<file path="src/rtl/fetch_pc_unit.sv">
// fetch_pc_unit: LC-3 instruction fetch unit.
//   Owns the PC and issues one fixed-latency instruction read per fetch. The fetched word is held
//   for decode over a valid/ready handshake. Control-flow redirects (BR, JMP/RET, JSR/JSRR) from
//   execute move the PC and abort any fetch in flight.
// Ports:
//   clk, rst                  clock, asynchronous active-high reset
//   fetch_start               request one fetch at pc (honoured in IDLE only)
//   redirect_valid            execute presents a control-flow instruction
//   opCode_in, offset_in,     opcode, PCoffset, JSR/JSRR select, base register,
//   jsr_imm_in, reg_in,       BR condition mask and current condition codes
//   br_nzp, result_nzp
//   mem_rdata                 read data, valid MEM_LAT cycles after rd_en_out
//   addr_out, rd_en_out,      read address/strobe, write enable (always 0)
//   wea_out
//   instr_out, instr_valid,   fetched word to decode with its handshake
//   instr_ready
//   pc                        address of the next instruction to fetch
//   link_pc, link_we          R7 return address and one-cycle write strobe
module fetch_pc_unit #(
   parameter int unsigned       ADDR_W     = 16,
   parameter logic [ADDR_W-1:0] PC_RESET   = '0,
   parameter int unsigned       MEM_LAT    = 1,
   parameter bit                AUTO_FETCH = 1'b0
) (
   input  logic              clk,
   input  logic              rst,
   input  logic              fetch_start,
   input  logic              redirect_valid,
   input  logic [3:0]        opCode_in,
   input  logic [10:0]       offset_in,
   input  logic              jsr_imm_in,
   input  logic [ADDR_W-1:0] reg_in,
   input  logic [2:0]        br_nzp,
   input  logic [2:0]        result_nzp,
   input  logic [15:0]       mem_rdata,
   output logic [ADDR_W-1:0] addr_out,
   output logic              rd_en_out,
   output logic              wea_out,
   output logic [15:0]       instr_out,
   output logic              instr_valid,
   input  logic              instr_ready,
   output logic [ADDR_W-1:0] pc,
   output logic [ADDR_W-1:0] link_pc,
   output logic              link_we
);

   localparam logic [3:0] OpBr  = 4'b0000;
   localparam logic [3:0] OpJmp = 4'b1100;
   localparam logic [3:0] OpJsr = 4'b0100;
   localparam logic [3:0] LatInit = 4'(MEM_LAT - 1);

   typedef enum logic [1:0] {StIdle, StReq, StWait, StHold} state_e;

   state_e            state_q;
   logic [ADDR_W-1:0] pc_q;
   logic [ADDR_W-1:0] last_npc_q;
   logic [3:0]        lat_cnt_q;
   logic [15:0]       instr_q;
   logic              instr_valid_q;
   logic [ADDR_W-1:0] link_pc_q;
   logic              link_we_q;

   logic [ADDR_W-1:0] br_target;
   logic [ADDR_W-1:0] jsr_target;
   logic [ADDR_W-1:0] target;
   logic              taken;
   logic              is_jsr;
   logic              handshake;

   // Relative targets are based on last_npc (PC after the last delivered word), not the live pc.
   assign br_target  = last_npc_q + {{(ADDR_W-9){offset_in[8]}}, offset_in[8:0]};
   assign jsr_target = last_npc_q + {{(ADDR_W-11){offset_in[10]}}, offset_in};

   always_comb begin
      taken  = 1'b0;
      is_jsr = 1'b0;
      target = last_npc_q;
      if (redirect_valid) begin
         case (opCode_in)
            OpBr: begin
               if (|(br_nzp & result_nzp)) begin
                  taken  = 1'b1;
                  target = br_target;
               end
            end
            OpJmp: begin
               taken  = 1'b1;
               target = reg_in;
            end
            OpJsr: begin
               taken  = 1'b1;
               is_jsr = 1'b1;
               target = jsr_imm_in ? jsr_target : reg_in;
            end
            default: ;
         endcase
      end
   end

   assign handshake = (state_q == StHold) && instr_valid_q && instr_ready;

   always_ff @(posedge clk or posedge rst) begin
      if (rst) begin
         state_q       <= StIdle;
         pc_q          <= PC_RESET;
         last_npc_q    <= PC_RESET;
         lat_cnt_q     <= '0;
         instr_q       <= '0;
         instr_valid_q <= 1'b0;
         link_pc_q     <= '0;
         link_we_q     <= 1'b0;
      end else begin
         link_we_q <= is_jsr;
         if (is_jsr) begin
            link_pc_q <= last_npc_q;
         end
         if (handshake) begin
            last_npc_q <= pc_q;
         end

         unique case (state_q)
            StIdle: begin
               if (fetch_start) begin
                  state_q <= StReq;
               end
            end
            StReq: begin
               pc_q      <= pc_q + 1'b1;
               lat_cnt_q <= LatInit;
               state_q   <= StWait;
            end
            StWait: begin
               if (lat_cnt_q == 4'd0) begin
                  instr_q       <= mem_rdata;
                  instr_valid_q <= 1'b1;
                  state_q       <= StHold;
               end else begin
                  lat_cnt_q <= lat_cnt_q - 1'b1;
               end
            end
            StHold: begin
               if (handshake) begin
                  instr_valid_q <= 1'b0;
                  state_q       <= AUTO_FETCH ? StReq : StIdle;
               end
            end
            default: state_q <= StIdle;
         endcase

         // A taken redirect overrides everything above: the in-flight fetch is dropped.
         if (taken) begin
            pc_q          <= target;
            instr_valid_q <= 1'b0;
            if ((state_q == StIdle) && fetch_start) begin
               state_q <= StReq;
            end else begin
               state_q <= AUTO_FETCH ? StReq : StIdle;
            end
         end
      end
   end

   assign rd_en_out   = (state_q == StReq);
   assign addr_out    = rd_en_out ? pc_q : '0;
   assign wea_out     = 1'b0;
   assign instr_out   = instr_q;
   assign instr_valid = instr_valid_q;
   assign pc          = pc_q;
   assign link_pc     = link_pc_q;
   assign link_we     = link_we_q;

endmodule

</file>
<file path="config.mk">
export PLATFORM = sky130hd
export DESIGN_NAME = fetch_pc_unit
export DESIGN_NICKNAME = d
export VERILOG_FILES = /design/src/rtl/fetch_pc_unit.sv
export SDC_FILE = /design/constraint.sdc
export NUM_CORES = 1
export LEC_CHECK = 0
export CAP_MARGIN = 40
export CELL_PAD_IN_SITES_DETAIL_PLACEMENT = 0
export CELL_PAD_IN_SITES_GLOBAL_PLACEMENT = 2
export CORE_MARGIN = 3
export CORE_UTILIZATION = 32
export CTS_BUF_LIST = sky130_fd_sc_hd__clkbuf_2 sky130_fd_sc_hd__clkbuf_4 sky130_fd_sc_hd__clkbuf_8
export DETAILED_ROUTE_END_ITERATION = 7
export PLACE_DENSITY_LB_ADDON = 0.1
export SLEW_MARGIN = 15
export SYNTH_ARGS = -nofsm -noshare
export SYNTH_HDL_FRONTEND = slang
export SYNTH_SLANG_ARGS = --single-unit
</file>
<file path="constraint.sdc">
create_clock -name clk -period 6.1 [get_ports clk]
set_clock_uncertainty 0.1 [all_clocks]
set_input_delay 1.83 -clock clk [delete_from_list [all_inputs] [get_ports clk]]
set_output_delay 1.83 -clock clk [all_outputs]
set_load 0.03 [all_outputs]
</file>
==> out/results.ini <==
[sta]
worstMarginPinSlew_ps=810
final.setup.worst_slack_ps=1610
slew_headroom=0.460
maxSlewViolCount=0
rsz0062_at_grt=false
fin_crit_ps=4490
final_hold_viol_count=0
period_share=0.736
fmax_mhz=223
whs_ps=380
finalSetupViolations=0
fin_setup_tns_ps=0

[worst_setup_path]
start_kind=flip-flop
ff2ff_setup_slack_ps=3060
crit_required_ps=4170
cpMaxStageDelayCell=clkdlybuf4s50_1
path_class=flip-flop to output pin
path_cells=inv_1, ha_1, and2_1, clkdlybuf4s50_1
crit_path_end_kind=output pin
r2r_start=state_q[1]$_DFFE_PP0P_
slowest_delay_ps=710
crit_arrival_ps=2560
path_max_fanout=23
crit_start=state_q[1]$_DFFE_PP0P_

[layout]
mostFrequentLayoutCell=clkdlybuf4s50_1
final_layout_size_suffix_gt1_frac=0.116
fin_nets=695
final_cell_mix=125 x clkdlybuf4s50_1, 75 x nand2_1, 72 x dfrtp_1, 32 x mux2_2, 28 x nor2_1
stdcell_area_um2=6300
layout.core_utilization=0.452
area_delta_synth_final_pct=38.1
antennaDiodeCount=0

[detailed_routing]
wl_met2_um=6600
wl_per_cell_um=18.0
drtAntennaViolNets=0
wl_met1_um=6600
drc=0
wl_met3_um=929
dr_total_vias=4128
drtIter0Drc=181
highest_layer=met4
via_per_inst=5.21
first_pass_iters=4
drt-total-wl_um=14300

[min_path]
holdCritStartpoint=link_pc[10]$_DFFE_PP0P_
hold_path.class=flip-flop to flip-flop

[global_routing]
first_global_vias=4103
track_usage=0.185
antenna_found_initial=0
overflow=0
grt_pass1_wl_um=23000
grt_start_max_net_pins=28

[logic_synthesis]
async_reset_ff_frac=1.00
synth_cells=479
synth_cell_types=65
syn-cell-area_um2=4560
ys_seq_area_frac=0.395
syn_nets=566
ys_ff_latch=72
synth_edf_count=0
yosysWarnings=0
yosys_most_used_dff=dfrtp_1
syn_avg_cell_area_um2=9.53

[clock_tree]
ctsResizeCount=0
htree_num_levels=3
clk_latency_ps=370
cts_setup_buffers=0
tritoncts=built
cts.sinks=72
cts_root_buf=clkbuf_8
cts_buffer_depth=2
hold_buffers=0
cts_buffers=9
clkTransAtPathRegs_ps=80

[outcome]
status=finished clean

[die]
rows=43
die-width_um=125
die_h_um=125
core_region_area_um2=13900
initial_core_util=0.327
num_io_pins=127
dieArea_um2=15700

[pwr]
p_leak_nw=2.66
p_per_area_nw_per_um2=484
peakVddDrop_uv=190

[placement]
postPlaceCellArea_um2=6070
hpwlAfterDp_um=10900
port_buffers=125
gp_congestion=0.843
dp_slack_ps=1440

[run]
maxCapViolations=0

[cell usage after synthesis, types with 4 or more instances]
master | n | area, µm²
a21oi_1 | 16 | 80.1
and2_1 | 19 | 119
nand4_1 | 5 | 31.3
a221oi_1 | 8 | 70.1
a22oi_1 | 8 | 60.1
nand2b_1 | 7 | 43.8
o21ai_0 | 10 | 50.1
clkbuf_1 | 9 | 33.8
nand3_1 | 16 | 80.1
dfrtp_1 | 72 | 1800
a31oi_1 | 7 | 43.8
nor3_1 | 5 | 25.0
a21o_1 | 6 | 45.0
ha_1 | 27 | 338
xor2_1 | 12 | 105
o22ai_1 | 8 | 50.1
xnor2_1 | 17 | 149
or3_1 | 4 | 25.0
inv_1 | 17 | 63.8
nor2_1 | 28 | 105
mux2_2 | 32 | 360
a211oi_1 | 4 | 30.0
buf_2 | 4 | 20.0
nand2_1 | 75 | 282
[per-layer routing]
metal  up-vias  GRT usage
met3        15     0.0419
met1      1984      0.256
met2       138      0.293
met4         0     0.0485
met5         -          0
li1       1991          -
[cells by family after synthesis]
logic type                 after synthesis  share of synthesized area
muxes                                   35                     0.0856
buffers and inverters                   32                     0.0299
other                                    1                   0.000822
AOI/OAI and AO/OA                      101                      0.159
and+or+nand+nor                        181                      0.196
adders and majority gates               28                     0.0784
xor gates and xnor gates                29                     0.0557
DFF                                     72                      0.395
[power by group]
part / total [W] / internal (W) / switching, W
combinational: 0.00174 / 0.000784 / 0.000954
clock: 0.000451 / 0.000246 / 0.000205
sequential: 0.000861 / 0.000665 / 0.000197
total: 0.00305 / 0.00169 / 0.00136
[stage by stage]
stage | power (W) | cells
after floorplan | 0.00197 | 479
after global placement | 0.00260 | 774
after detailed placement | 0.00262 | 777
after CTS | 0.00308 | 793
after global routing | 0.00326 | 793
final | 0.00305 | 793
[flip-flops by register name, summed over array words and instances, names as in the netlist]
register,flops
lat_cnt_q,4
link_pc,16
state_q,2
instr_out,16
link_we,1
last_npc_q,16
instr_valid,1
pc,16
[final timing paths]
| kind | endpoint | cells past startpoint |
|---|---|---|
| worst max-delay path | addr_out[2] | 4 |
| worst min-delay path | link_pc[10]$_DFFE_PP0P_ | 2 |
| worst max register to register | pc[15]$_DFFE_PP0P_ | 9 |
| worst min register to register | link_pc[10]$_DFFE_PP0P_ | 2 |
| max in group asynchronous | link_pc[13]$_DFFE_PP0P_ | 3 |
| min in group asynchronous | instr_out[10]$_DFFE_PP0P_ | 2 |
[worst max-delay path: cells and delay by family, from the launching register on]
| kind | cells | cell delay, ps |
|---|---|---|
| DFF | 1 | 420 |
| buffers and inverters | 2 | 800 |
| adders and majority gates | 1 | 680 |
| and+or+nand+nor | 1 | 290 |
[area by class of cell]
class / instances / area [µm²]
fill: 1353 / 7630
multi-input combinational: 375 / 2630
sequential: 72 / 1800
timing repair buffer: 133 / 1360
tap: 180 / 225
clock buffer: 11 / 145
clock inverter: 5 / 80.1
inverter: 17 / 63.8
Note: power is estimated with default switching activity, not from simulation.
